===== src/rtl/dcache_pkg.sv =====
// Shared types for the dcache port scheduler: the lane identifier and the held request layout.
package dcache_pkg;

    localparam int DEFAULT_DEPTH = 3;
    localparam int REQ_AW_MAX    = 32;

    typedef enum logic {
        LANE_A = 1'b0,
        LANE_B = 1'b1
    } lane_e;

    // The address is zero-extended to a fixed width so the range check sees every request bit.
    typedef struct packed {
        logic                  store;
        logic [REQ_AW_MAX-1:0] addr;
        logic [15:0]           data;
        logic [4:0]            wb_addr;
    } req_t;

endpackage


===== src/rtl/dcache_port_scheduler_lane.sv =====
// Single-entry request hold register for one issue lane.
// The lane stays ready while it is empty or while its entry is leaving on this edge.
module lane_hold_reg
    import dcache_pkg::*;
#(
    parameter int AW = 16
) (
    input  logic          clk,
    input  logic          rst_n,
    input  logic          valid_i,
    input  logic          store_i,
    input  logic [AW-1:0] addr_i,
    input  logic [15:0]   data_i,
    input  logic [4:0]    wb_addr_i,
    input  logic          grant_i,
    output logic          ready_o,
    output logic          capture_o,
    output logic          held_o,
    output req_t          req_o
);

    logic held_q, held_d;
    req_t req_q, req_d;

    always_comb begin
        ready_o   = !held_q || grant_i;
        capture_o = valid_i && ready_o;
        held_d    = held_q;
        req_d     = req_q;
        if (capture_o) begin
            held_d        = 1'b1;
            req_d.store   = store_i;
            req_d.addr    = REQ_AW_MAX'(addr_i);
            req_d.data    = data_i;
            req_d.wb_addr = wb_addr_i;
        end else if (grant_i) begin
            held_d = 1'b0;
        end
    end

    always_ff @(posedge clk or negedge rst_n) begin
        if (!rst_n) begin
            held_q <= 1'b0;
            req_q  <= '0;
        end else begin
            held_q <= held_d;
            req_q  <= req_d;
        end
    end

    assign held_o = held_q;
    assign req_o  = req_q;

endmodule


===== src/rtl/dcache_port_scheduler.sv =====
// Two-lane scheduler onto a single-ported synchronous data cache.
// Requests issue oldest first (A wins ties); load data is written back to the owning lane.
module dcache_port_scheduler
    import dcache_pkg::*;
#(
    parameter int  DEPTH = DEFAULT_DEPTH,
    parameter int  AW    = 16,
    localparam int IW    = (DEPTH > 1) ? $clog2(DEPTH) : 1
) (
    input  logic          clock_i,
    input  logic          reset_n_i,
    input  logic          reqValidA_i,
    input  logic          reqValidB_i,
    output logic          reqReadyA_o,
    output logic          reqReadyB_o,
    input  logic          reqStoreA_i,
    input  logic          reqStoreB_i,
    input  logic [AW-1:0] reqAddrA_i,
    input  logic [AW-1:0] reqAddrB_i,
    input  logic [15:0]   reqDataA_i,
    input  logic [15:0]   reqDataB_i,
    input  logic [4:0]    reqWbAddrA_i,
    input  logic [4:0]    reqWbAddrB_i,
    output logic          memEn_o,
    output logic          memWe_o,
    output logic [IW-1:0] memAddr_o,
    output logic [15:0]   memWData_o,
    input  logic [15:0]   memRData_i,
    output logic          wbEnableA_o,
    output logic          wbEnableB_o,
    output logic [4:0]    wbAddressA_o,
    output logic [4:0]    wbAddressB_o,
    output logic [15:0]   wbDataA_o,
    output logic [15:0]   wbDataB_o,
    output logic          addrErr_o
);

    logic  held_a, held_b, cap_a, cap_b, grant_a, grant_b, granted, in_range;
    req_t  req_a, req_b, sel;

    logic        b_older_q, b_older_d;
    logic        rd_pend_q, rd_pend_d;
    lane_e       rd_lane_q, rd_lane_d;
    logic [4:0]  rd_wb_addr_q, rd_wb_addr_d;
    logic        rd_err_q, rd_err_d;
    logic        wb_en_a_q, wb_en_a_d, wb_en_b_q, wb_en_b_d;
    logic [4:0]  wb_addr_a_q, wb_addr_a_d, wb_addr_b_q, wb_addr_b_d;
    logic [15:0] wb_data_a_q, wb_data_a_d, wb_data_b_q, wb_data_b_d, rd_data;

    lane_hold_reg #(.AW(AW)) u_lane_a (
        .clk(clock_i), .rst_n(reset_n_i), .valid_i(reqValidA_i), .store_i(reqStoreA_i),
        .addr_i(reqAddrA_i), .data_i(reqDataA_i), .wb_addr_i(reqWbAddrA_i), .grant_i(grant_a),
        .ready_o(reqReadyA_o), .capture_o(cap_a), .held_o(held_a), .req_o(req_a)
    );

    lane_hold_reg #(.AW(AW)) u_lane_b (
        .clk(clock_i), .rst_n(reset_n_i), .valid_i(reqValidB_i), .store_i(reqStoreB_i),
        .addr_i(reqAddrB_i), .data_i(reqDataB_i), .wb_addr_i(reqWbAddrB_i), .grant_i(grant_b),
        .ready_o(reqReadyB_o), .capture_o(cap_b), .held_o(held_b), .req_o(req_b)
    );

    always_comb begin
        grant_b  = held_b && (!held_a || b_older_q);
        grant_a  = held_a && !grant_b;
        granted  = grant_a || grant_b;
        sel      = grant_b ? req_b : req_a;
        in_range = sel.addr < REQ_AW_MAX'(DEPTH);

        memEn_o    = granted && in_range;
        memWe_o    = memEn_o && sel.store;
        memAddr_o  = sel.addr[IW-1:0];
        memWData_o = sel.data;
        addrErr_o  = granted && !in_range;

        // Age only matters while both lanes stay occupied past this edge.
        b_older_d = b_older_q;
        if (cap_a && cap_b) begin
            b_older_d = 1'b0;
        end else if (cap_a) begin
            b_older_d = held_b && !grant_b;
        end else if (cap_b) begin
            b_older_d = !(held_a && !grant_a);
        end

        rd_pend_d    = granted && !sel.store;
        rd_lane_d    = grant_b ? LANE_B : LANE_A;
        rd_wb_addr_d = sel.wb_addr;
        rd_err_d     = !in_range;

        rd_data     = rd_err_q ? 16'h0000 : memRData_i;
        wb_en_a_d   = rd_pend_q && (rd_lane_q == LANE_A);
        wb_en_b_d   = rd_pend_q && (rd_lane_q == LANE_B);
        wb_addr_a_d = wb_en_a_d ? rd_wb_addr_q : wb_addr_a_q;
        wb_data_a_d = wb_en_a_d ? rd_data : wb_data_a_q;
        wb_addr_b_d = wb_en_b_d ? rd_wb_addr_q : wb_addr_b_q;
        wb_data_b_d = wb_en_b_d ? rd_data : wb_data_b_q;
    end

    always_ff @(posedge clock_i or negedge reset_n_i) begin
        if (!reset_n_i) begin
            b_older_q    <= 1'b0;
            rd_pend_q    <= 1'b0;
            rd_lane_q    <= LANE_A;
            rd_wb_addr_q <= '0;
            rd_err_q     <= 1'b0;
            wb_en_a_q    <= 1'b0;
            wb_en_b_q    <= 1'b0;
            wb_addr_a_q  <= '0;
            wb_addr_b_q  <= '0;
            wb_data_a_q  <= '0;
            wb_data_b_q  <= '0;
        end else begin
            b_older_q    <= b_older_d;
            rd_pend_q    <= rd_pend_d;
            rd_lane_q    <= rd_lane_d;
            rd_wb_addr_q <= rd_wb_addr_d;
            rd_err_q     <= rd_err_d;
            wb_en_a_q    <= wb_en_a_d;
            wb_en_b_q    <= wb_en_b_d;
            wb_addr_a_q  <= wb_addr_a_d;
            wb_addr_b_q  <= wb_addr_b_d;
            wb_data_a_q  <= wb_data_a_d;
            wb_data_b_q  <= wb_data_b_d;
        end
    end

    assign wbEnableA_o  = wb_en_a_q;
    assign wbEnableB_o  = wb_en_b_q;
    assign wbAddressA_o = wb_addr_a_q;
    assign wbAddressB_o = wb_addr_b_q;
    assign wbDataA_o    = wb_data_a_q;
    assign wbDataB_o    = wb_data_b_q;

endmodule


===== config.mk =====
export PLATFORM = sky130hd
export DESIGN_NAME = dcache_port_scheduler
export DESIGN_NICKNAME = d
export VERILOG_FILES = /design/src/rtl/dcache_pkg.sv /design/src/rtl/dcache_port_scheduler_lane.sv /design/src/rtl/dcache_port_scheduler.sv
export SDC_FILE = /design/constraint.sdc
export NUM_CORES = 1
export LEC_CHECK = 0
export CORE_MARGIN = 2
export CORE_UTILIZATION = 40
export CTS_BUF_LIST = sky130_fd_sc_hd__clkbuf_16
export CTS_CLUSTER_SIZE = 20
export DETAILED_ROUTE_END_ITERATION = 16
export MAX_ROUTING_LAYER = met4
export PLACE_DENSITY_LB_ADDON = 0.05
export SYNTH_ARGS = -nofsm -noshare
export SYNTH_HDL_FRONTEND = slang
export SYNTH_SLANG_ARGS = --single-unit

===== constraint.sdc =====
create_clock -name clock_i -period 1.7 [get_ports clock_i]
set_input_delay 0.34 -clock clock_i [delete_from_list [all_inputs] [get_ports clock_i]]
set_output_delay 0.34 -clock clock_i [all_outputs]
set_load 0.01 [all_outputs]

# --- Word level (Yosys, flattened, before mapping) ---
# Index checks and enable logic that the tools add are counted.
classes:
  mux: 10
  order_cmp: 1
  bitwise: 1
  reduce_logical: 27
op_table:
  columns: ["op", "count"]
  rows:
  - ["$mux 54", 1]
  - ["$lt 32x2->1 const B", 1]
  - ["$mux 16", 1]
  - ["$logic_and 1x1->1", 13]
  - ["$mux 1", 8]
  - ["$logic_not 1->1", 7]
  - ["$logic_or 1x1->1", 4]
  - ["$reduce_bool 2->1", 2]
  - ["$reduce_bool 3->1", 1]
  - ["$not 1->1", 1]
word_totals:
  word_cells: 60
  regBits: 131
  in_bits: 96
  output_inout_bits: 67

# --- Depth between registers and ports, before layout ---
# Gate-level depths: netlist (run 1).
depth:
  ltp_word: 11
  ltp_mapped: 7
  depth_no_buf: 5

# --- Modules after synthesis ---
# Synthesis (run 1) repeated with hierarchy kept, for this count alone.
unflattened:
  hier_cells: 443
  area_unflattened_um2: 5806.8
modules_own_cells:
  columns: ["mod", "instances", "area_each_um2", "cells_each", "seq_area_each_um2"]
  rows:
  - ["lane_hold_reg", 2, 1624.1, 102, 975.9]
  - ["dcache_port_scheduler", 1, 2558.7, 239, 1326.3]

# --- Worst setup path before layout (run 1) ---
# Ideal clock, no wire load.
synth_path:
  path_kind: "reg2out"
  startpoint: "register u_lane_a.held_q, in the netlist u_lane_a.held_o"
  endpoint: "output memWData_o[0]"
  setup_slack_ns: 0.136
  arrival_time_ns: 1.224
  stages_incl_launch_ff: 8
  t_required_ns: 1.360
  path_buffers: 2
  cell_sequence: "dfrtp_1 -> inv_2 -> o21ai_2 -> inv_2 -> buf_2 -> nand2_1 -> nand2_1 -> buf_4"
synth_lines:
  columns: ["element", "line_no", "rtl"]
  rows:
  - ["start: declaration", "dcache_port_scheduler_lane.sv:22", "logic held_q, held_d;"]
  - ["start signal: assignment", "dcache_port_scheduler_lane.sv:46", "held_q <= held_d;"]
  - ["end: declaration", "dcache_port_scheduler.sv:27", "output logic [15:0] memWData_o,"]

# --- Worst setup path after layout (run 1) ---
layout_path:
  startpoint: "register u_lane_a.req_q, in the netlist u_lane_a.req_o[32]"
  endpoint: "output memWe_o"
layout_between:
  elab_chain_len: 4
layout_rtl:
  columns: ["element", "line_no", "rtl"]
  rows:
  - ["start: declaration", "dcache_port_scheduler_lane.sv:23", "req_t req_q, req_d;"]
  - ["start signal: assignment", "dcache_port_scheduler_lane.sv:47", "req_q <= req_d;"]
  - ["$mux 54", "dcache_port_scheduler.sv:66", "sel = grant_b ? req_b : req_a;"]
  - ["$lt 32x2->1", "dcache_port_scheduler.sv:67", "in_range = sel.addr < REQ_AW_MAX'(DEPTH);"]
  - ["$logic_and 1x1->1", "dcache_port_scheduler.sv:69", "memEn_o = granted && in_range;"]
  - ["$logic_and 1x1->1", "dcache_port_scheduler.sv:70", "memWe_o = memEn_o && sel.store;"]
  - ["end: declaration", "dcache_port_scheduler.sv:25", "output logic memWe_o,"]
# Every way passes these cells.

==> impl_metrics.csv, run 1 <==
group,metric,value,unit
outcome,status,"finished, violations left",
outcome,violations,"setup timing",
clock_tree,cts_max_path_buffers,2,
logic_synthesis,yosysSeqAreaShare,60.97,%
logic_synthesis,syn_area,5376,sq um
power,pwr_density_cell,1152,nW/um^2
sta,finalSetupViolCount,23,
power,leakage,3.681,nW
layout,n_antenna_cell,0,
critical_path,start_kind,"flop",
clock_tree,cts-root-buf,"clkbuf_16",
route,first_pass_iters,4,
clock_tree,cts_made_buffers,17,
die,core_area,13190,sq um
logic_synthesis,syn_inst,443,
sta,hold_viol,0,
critical_path,critPathRequiredTime,1.36,ns
logic_synthesis,synthFlopType,"dfrtp_1",
die,initial_core_util,40.76,%
die,die_w,119.9,um
critical_path,endpoint_kind,"primary output",
placement,dpl.hpwl,8396,um
layout,drive_gt1_share,36.18,%
sta,max-slew-margin-rel,68.25,%
global_routing,grt_usage,18.83,%
logic_synthesis,yosys_register_bits,131,
power,vdd_ir_drop_max,0.6947,mV
logic_synthesis,syn_avg_cell_area,12.14,sq um
route,vias,3789,
layout,finish.utilization,62.49,%
logic_synthesis,yosysTopAreaCell,"dfrtp_1",
global_routing,antenna_found_initial,0,
layout,stdcell_count,820,
layout,nNetsFinal,727,
layout,design_area,8243,sq um
layout,final_common_cell,"clkdlybuf4s50_1",
clock_tree,cts_tree,"done",
critical_path,critPathArrivalTime,1.82,ns
sta,slew_viol_final,0,
critical_path,path_class,"reg -> out",
global_routing,grt_pass1_vias,4017,
clock_tree,clock-sinks,131,
placement,postPlaceCellArea,7227,sq um
critical_path,r2r_start,"b_older_q$_DFFE_PN0P_",
sta,skew,0.007972,ns
critical_path,reg2reg_depth,9,
clock_tree,path_clk_slew,0.05,ns
global_routing,grt_overflow,0,
logic_synthesis,synth_top_area_share,60.97,%
die,num_rows,42,
clock_tree,clock_latency,0.41,ns
placement,gp_congestion,0.7728,
global_routing,grt_pass1_wl,20200,um
layout,final_cell_mix,"134 x clkdlybuf4s50_1, 131 x dfrtp_1, 87 x mux2_2, 72 x nand2_1, 32 x o21ai_0",
route,viasPerCell,4.621,
logic_synthesis,synth-edff-count,0,
route,wl,12620,um
die,io_pins,163,
layout,area_growth,53.32,%
critical_path,r2r_setup_slack,-0.05,ns
sta,fin_setup_tns,-5.802,ns
logic_synthesis,ys_types,21,
sta,max_freq,0.4634,GHz
global_routing,grt_max_degree,51,
critical_path,r2r-end,"rd_pend_q$_DFF_PN0_",
sta,grt_setup_unrepaired,"true",
route,wl_per_cell,15.39,um
flow_run,cap_violations,0,
die,die_h,119.9,um
route,first_iter_violations,191,
logic_synthesis,async_flop_share,100.0,%
worst_hold_path,hold_class,"in -> async",
logic_synthesis,synth_area_leaders,"dfrtp_1 61%, mux2_2 18%, nand2_1 7.4%",
sta,tightest_slew,0.4763,ns
sta,fin_crit,2.158,ns
logic_synthesis,ys_warn_count,0,
placement,port_buffers,162,
route,drc,0,
logic_synthesis,syn-num-nets,539,
placement,place_inst,763,
route,antenna_left,0,
sta,worst_slack,-0.4581,ns
die,dieArea,14380,sq um
clock_tree,htree_levels,4,
sta,fin_crit_sh,126.9,%
critical_path,crit_fanout,2,
[worst max-delay path, cell delays in order (launching register included)]
cell and delay [ns]:
dfrtp_1 0.39, nor4_2 0.29, and4_4 0.28, buf_6 0.10, nand3_2 0.07, a21oi_2 0.14
buf_4 0.15
[sequential cells by signal, summed over array words and instances, names as in the netlist]
| signal | cells |
|---|---|
| u_lane_a.held_o | 1 |
| u_lane_a.req_o | 38 |
| wbDataA_o | 16 |
| wbEnableA_o | 1 |
| rd_err_q | 1 |
| b_older_q | 1 |
| u_lane_b.held_o | 1 |
| wbEnableB_o | 1 |
| u_lane_b.req_o | 38 |
| wbAddressA_o | 5 |
| wbAddressB_o | 5 |
| rd_pend_q | 1 |
| rd_wb_addr_q | 5 |
| rd_lane_q | 1 |
| wbDataB_o | 16 |
[cell families after synthesis]
kind of cell / count (synthesis) / synth area share, %
AND/OR/NAND/NOR: 142 / 11.50
multiplexers: 88 / 18.41
AO/OA/AOI/OAI: 38 / 3.793
flip-flops: 131 / 60.97
buffers and inverters: 44 / 5.329
[report_power, final]
group | internal, mW | total [mW] | switching (mW)
clock | 2.11 | 3.36 | 1.26
combinational | 1.33 | 2.23 | 0.899
sequential | 3.60 | 3.91 | 0.305
[worst max-delay path by stage]
| stage | start | to | slack [ns] | cells after the start |
|---|---|---|---|---|
| 2_1_floorplan | u_lane_a.held_o$_DFFE_PN0P_ | memWData_o[0] | 0.14 | 7 |
| 4_1_cts | u_lane_b.req_o[29]$_DFFE_PN0P_ | memWe_o | -0.54 | 6 |
| 5_1_grt | u_lane_a.req_o[32]$_DFFE_PN0P_ | memWe_o | -0.59 | 6 |
| 3_3_place_gp | u_lane_b.req_o[32]$_DFFE_PN0P_ | memWe_o | -0.51 | 5 |
| 6_report | u_lane_a.req_o[32]$_DFFE_PN0P_ | memWe_o | -0.46 | 6 |
| 3_5_place_dp | u_lane_b.req_o[32]$_DFFE_PN0P_ | memWe_o | -0.53 | 5 |
[synthesized netlist by cell type, drive strengths merged, types with 2 or more instances]
cell type and number:
dfrtp 131, nand2 106, mux2 87, o21ai 33
buf 31, nand2b 19, clkbuf 8, nor4 6
inv 5, a211oi 4, nand3 4, nor2 4
and4 2
[area by class of cell]
cell class,instances,area (sq um)
Fill cell,1083,4947
Sequential cell,131,3278
Timing Repair Buffer,208,2123
Multi-Input combinational cell,268,2041
Clock buffer,17,425.4
Tap cell,176,220.2
Clock inverter,15,123.9
Inverter,5,31.28
[per-layer routing]
| metal | vias to the layer above | GRT usage (%) | part of all wire (%) |
|---|---|---|---|
| li1 | 1848 | - | - |
| met1 | 1826 | 23.00 | 44 |
| met2 | 101 | 29.65 | 49 |
| met3 | 14 | 5.941 | 5.3 |
| met4 | 0 | 6.544 | 1.4 |
| met5 | - | - | 0 |
[what timing repair did]
action,in CTS,in global routing
setup endpoints to repair,23,26
hold buffers,1,0
pin swaps,11,36
setup buffers,10,12
resized for setup,123,58
cloned,3,1
endpoints found under the hold margin,48,0
[metrics by stage]
step                      setup slack [ns]  hold WS, ns  total power [mW]
after detailed placement           -0.5335       0.3143             5.896
after CTS                          -0.5446       0.4536             9.409
final                              -0.4581       0.4531             9.498
after global placement             -0.5076       0.3118             5.836
after global routing               -0.5911       0.4788             9.972
after floorplan                     0.1360      0.04441             4.927
Power figures use the tool's default switching activity.
==> run 2, diff against run 1 <==
- CORE_UTILIZATION: 40 -> 47
==> impl_metrics.csv, run 2 (synthesis gave the netlist of run 1 again) <==
group,metric,value,unit
layout,n_antenna_cell,0,
critical_path,r2r_start,"u_lane_a.held_o$_DFFE_PN0P_",
route,wl,12650,um
layout,drive_gt1_share,34.26,%
global_routing,antenna_found_initial,0,
flow_run,cap_violations,0,
route,drc,0,
clock_tree,cts-root-buf,"clkbuf_16",
sta,grt_setup_unrepaired,"true",
sta,slew_viol_final,0,
layout,nNetsFinal,731,
power,pwr_density_cell,1140,nW/um^2
power,p_int,6.851,mW
placement,dp_slack,-0.4510,ns
clock_tree,path_clk_slew,0.05,ns
global_routing,grt_pass1_wl,20530,um
critical_path,max_stage_delay,0.39,ns
sta,max_freq,0.4669,GHz
die,num_rows,39,
power,power_frac_comb,24.1,%
power,p_seq_share,42.0,%
placement,gp_congestion,0.7809,
sta,worst_slack,-0.4417,ns
critical_path,crit_fanout,2,
die,io_pins,163,
critical_path,critPathRequiredTime,1.36,ns
power,vdd_ir_drop_max,0.9557,mV
power,leakage,3.677,nW
layout,finish.utilization,71.99,%
route,wl_per_cell,16.00,um
clock_tree,cts_tree,"done",
critical_path,path_class,"reg -> out",
layout,fillCellCount,818,
clock_tree,cts_made_buffers,17,
global_routing,grt_overflow,0,
outcome,violations,"setup timing",
sta,hold_viol,0,
layout,final_common_cell,"clkdlybuf4s50_1",
layout,final_cell_mix,"133 x clkdlybuf4s50_1, 131 x dfrtp_1, 87 x mux2_2, 78 x nand2_1, 32 x o21ai_0",
die,dieArea,12310,sq um
power,switching_power,2.400,mW
placement,dpl.hpwl,8605,um
outcome,status,"finished, violations left",
power,pwr-share-clk,33.9,%
route,first_iter_violations,149,
die,die_w,111.0,um
die,core_area,11270,sq um
sta,skew,0.005932,ns
power,power,9.251,mW
sta,fin_crit,2.142,ns
power,switching_share,25.94,%
route,vias,3948,
clock_tree,htree_levels,4,
layout,design_area,8115,sq um
global_routing,grt_usage,22.00,%
placement,port_buffers,162,
route,antenna_left,0,
clock_tree,clock_latency,0.41,ns
die,die_h,111.0,um
layout,area_growth,50.94,%
critical_path,critPathArrivalTime,1.80,ns
critical_path,endpoint_kind,"primary output",
critical_path,cp_slowest_cell,"dfrtp_1",
critical_path,start_kind,"flop",
die,initial_core_util,47.70,%
clock_tree,clock-sinks,131,
clock_tree,cts_max_path_buffers,2,
sta,fin_crit_sh,126.0,%
critical_path,path_cells,"nor4_2 -> and4_1 -> buf_4 -> nand3_2 -> a21oi_2 -> buf_2",
critical_path,startpoint,"u_lane_a.req_o[32]$_DFFE_PN0P_",
sta,tightest_slew,0.4933,ns
sta,finalSetupViolCount,21,
global_routing,grt_pass1_vias,4116,
placement,postPlaceCellArea,7206,sq um
worst_hold_path,hold_class,"in -> async",
route,first_pass_iters,4,
sta,max-slew-margin-rel,67.04,%
global_routing,grt_max_degree,44,
route,viasPerCell,4.991,
-- run 2: changes by cell type in the layout (fill, tap and decap cells not counted), moves of 2 or more --
cell	change
buf_16	-2
buf_2	+2
buf_6	+4
buf_8	+2
clkinv_1	+3
clkinv_2	-4
clkinvlp_4	-2
inv_1	+4
nand2_1	+6
nand2_2	-3
nand2_4	-3
-- run 2: worst paths after layout --
kind,end,slack [ns],cells after the start
min,wbDataA_o[12]$_DFFE_PN0P_,0.42,2
min reg2reg,rd_wb_addr_q[4]$_DFF_PN0_,0.47,2
max in group asynchronous,u_lane_a.held_o$_DFFE_PN0P_,0.69,3
max,memWe_o,-0.44,6
min in group clock_i,rd_wb_addr_q[4]$_DFF_PN0_,0.47,2
max reg2reg,u_lane_a.req_o[23]$_DFFE_PN0P_,0.14,6
-- run 2: stage by stage --
stage | cells | hold WS (ns) | TNS, ns
after floorplan | 443 | 0.04441 | 0
after global placement | 738 | 0.2837 | -4.680
after detailed placement | 738 | 0.2831 | -4.960
after CTS | 789 | 0.4130 | -5.545
after global routing | 791 | 0.4452 | -8.768
final | 791 | 0.4214 | -6.988
-- run 2: power by group through the flow --
stage / Combinational (mW) / Sequential [mW] / Clock (mW)
after floorplan: 1.03 / 3.90 / 0
after global placement: 1.96 / 3.86 / 0
after detailed placement: 2.00 / 3.90 / 0
after CTS: 2.10 / 3.87 / 3.22
after global routing: 2.41 / 3.94 / 3.38
final: 2.23 / 3.89 / 3.14
-- run 2: repair_timing --
item | in CTS | in global routing
cloned | 2 | 0
hold buffers | 1 | 0
setup buffers | 16 | 3
setup endpoints to repair | 23 | 26
pin swaps | 21 | 17
hold endpoints to repair | 39 | 0
resized for setup | 137 | 43
-- run 2: cell type report --
cell class	instances	area [sq um]	share of cell area, %
flip-flops and latches	131	3278	40.39
repair buffers	212	2123	26.16
multi-input cells	268	1993	24.56
clock buffers	17	425.4	5.242
well taps	143	178.9	2.205
clock inverters	15	85.08	1.048
inverters	5	31.28	0.3854
-- run 2: per-layer routing --
metal  global-route usage, %  vias up  share of wire [%]
li1                        -     1859                  -
met5                       -        -                  0
met4                   9.083        0                2.1
met3                   6.178       21                5.7
met1                   25.70     1941                 40
met2                   36.07      127                 52
-- run 2: critical path, delay by kind of cell, from the launching register on --
kind,cells,cell delay [ns]
AND/OR/NAND/NOR,3,0.62
buffers and inverters,2,0.27
AO/OA/AOI/OAI,1,0.12
flip-flops,1,0.39
==> run 3, diff against run 2 <==
- CORE_ASPECT_RATIO: not set -> 1.2
- PLACE_DENSITY: not set -> 0.87
- PLACE_DENSITY_LB_ADDON: 0.05 -> not set
==> impl_metrics.csv, run 3 (synthesis gave the netlist of run 1 again) <==
group,metric,value,unit
critical_path,cp_slowest_cell,"dfrtp_1",
clock_tree,htree_levels,4,
route,drc,0,
die,die_h,121.2,um
clock_tree,cts_made_buffers,17,
route,first_iter_violations,182,
clock_tree,cts_tree,"done",
placement,dpl.hpwl,8785,um
critical_path,startpoint,"u_lane_a.req_o[32]$_DFFE_PN0P_",
worst_hold_path,hold_class,"in -> async",
layout,fillCellCount,696,
route,wl,13650,um
layout,n_antenna_cell,0,
layout,area_growth,55.02,%
route,viasPerCell,5.016,
clock_tree,clock-sinks,131,
sta,max-slew-margin-rel,67.70,%
global_routing,grt_pass1_wl,21650,um
layout,final_common_cell,"clkdlybuf4s50_1",
layout,drive_gt1_share,36.85,%
flow_run,cap_violations,0,
critical_path,endpoint_kind,"primary output",
placement,port_buffers,162,
sta,hold_viol,0,
critical_path,path_class,"reg -> out",
sta,grt_setup_unrepaired,"true",
die,dieArea,12310,sq um
sta,slew_viol_final,0,
power,pwr_density_cell,1181,nW/um^2
clock_tree,cts_max_path_buffers,2,
layout,final_cell_mix,"134 x clkdlybuf4s50_1, 131 x dfrtp_1, 87 x mux2_2, 70 x nand2_1, 32 x o21ai_0",
layout,stdcell_count,808,
placement,gp_congestion,0.8163,
critical_path,critPathArrivalTime,1.94,ns
sta,fin_setup_tns,-7.624,ns
power,vdd_ir_drop_max,0.8926,mV
global_routing,grt_overflow,0,
sta,worst_slack,-0.5848,ns
route,vias,4053,
global_routing,grt_max_degree,91,
die,num_rows,42,
die,core_area,11090,sq um
die,initial_core_util,48.49,%
sta,skew,0.008611,ns
critical_path,start_kind,"flop",
global_routing,grt_pass1_vias,4444,
die,io_pins,163,
sta,fin_crit_sh,134.4,%
route,wl_per_cell,16.89,um
placement,place_inst,747,
power,power,9.843,mW
placement,postPlaceCellArea,7216,sq um
critical_path,path_cells,"nor4_4 -> and4_4 -> buf_4 -> mux2i_4 -> nor2b_1 -> buf_2",
critical_path,r2r_start,"b_older_q$_DFFE_PN0P_",
route,antenna_left,0,
route,first_pass_iters,4,
sta,max_freq,0.4377,GHz
sta,fin_crit,2.285,ns
critical_path,critPathRequiredTime,1.36,ns
sta,finalSetupViolCount,21,
layout,nNetsFinal,737,
die,die_w,101.6,um
outcome,violations,"setup timing",
sta,hold_ws,0.2870,ns
clock_tree,cts-root-buf,"clkbuf_16",
sta,tightest_slew,0.4846,ns
layout,design_area,8334,sq um
global_routing,antenna_found_initial,0,
critical_path,crit_fanout,3,
outcome,status,"finished, violations left",
critical_path,max_stage_delay,0.42,ns
clock_tree,path_clk_slew,0.05,ns
power,leakage,3.746,nW
critical_path,critPathTopFamily,"simple AND/OR/NAND/NOR gates",
clock_tree,clock_latency,0.41,ns
global_routing,grt_usage,23.91,%
critical_path,worst-path-buf-inv,2,
[run 3: cell types whose count changed in the layout (fill, tap and decap cells not counted), moves of 3 or more]
cell	previous run	this run
clkinv_2	2	5
nand2_1	78	70
clkinv_1	7	3
nand2_2	19	24
nor4_2	4	1
nand2_4	9	12
inv_1	8	5
[run 3: layout make-up]
type | instances | area [sq um] | area share [%]
Tap cell | 154 | 192.7 | 2.312
Sequential cell | 131 | 3278 | 39.33
Timing Repair Buffer | 218 | 2226 | 26.71
Inverter | 5 | 31.28 | 0.3753
Clock inverter | 15 | 148.9 | 1.787
Clock buffer | 17 | 425.4 | 5.104
Multi-Input combinational cell | 268 | 2032 | 24.38
[run 3: path summary, 6_finish.rpt]
path / slack [ns] / cells after the start / endpoint
setup / recovery: -0.58 / 6 / addrErr_o
hold / removal: 0.29 / 2 / wbDataB_o[10]$_DFFE_PN0P_
setup reg to reg: 0.08 / 8 / rd_pend_q$_DFF_PN0_
hold reg to reg: 0.47 / 2 / rd_wb_addr_q[3]$_DFF_PN0_
max in group asynchronous: 0.75 / 3 / u_lane_a.req_o[16]$_DFFE_PN0P_
min in group clock_i: 0.47 / 2 / rd_wb_addr_q[3]$_DFF_PN0_
[run 3: stage by stage]
stage | setup WS (ns) | utilization [%]
2_1_floorplan | 0.1360 | -
3_3_place_gp | -0.4445 | 65.08
3_5_place_dp | -0.4567 | 65.08
4_1_cts | -0.5458 | 73.91
5_1_grt | -0.6530 | 75.16
6_report | -0.5848 | 75.16
[run 3: metal layers]
metal  global-route usage, %  wire length, um
met5                       -                0
met2                   40.09             7096
met3                   5.991              830
met4                   9.375              351
met1                   27.37             5368
[run 3: what timing repair did]
| item | in CTS | in global routing |
|---|---|---|
| hold buffers | 1 | 0 |
| gates cloned | 4 | 0 |
| hold endpoints to repair | 3 | 0 |
| pin swaps | 26 | 22 |
| resized for setup | 149 | 41 |
| setup endpoints to repair | 23 | 26 |
| setup buffers | 23 | 5 |
[run 3: report_power, final]
part / switching, mW / internal [mW] / total, mW
clock network: 1.28 / 2.26 / 3.54
logic: 0.985 / 1.41 / 2.39
registers: 0.309 / 3.60 / 3.91
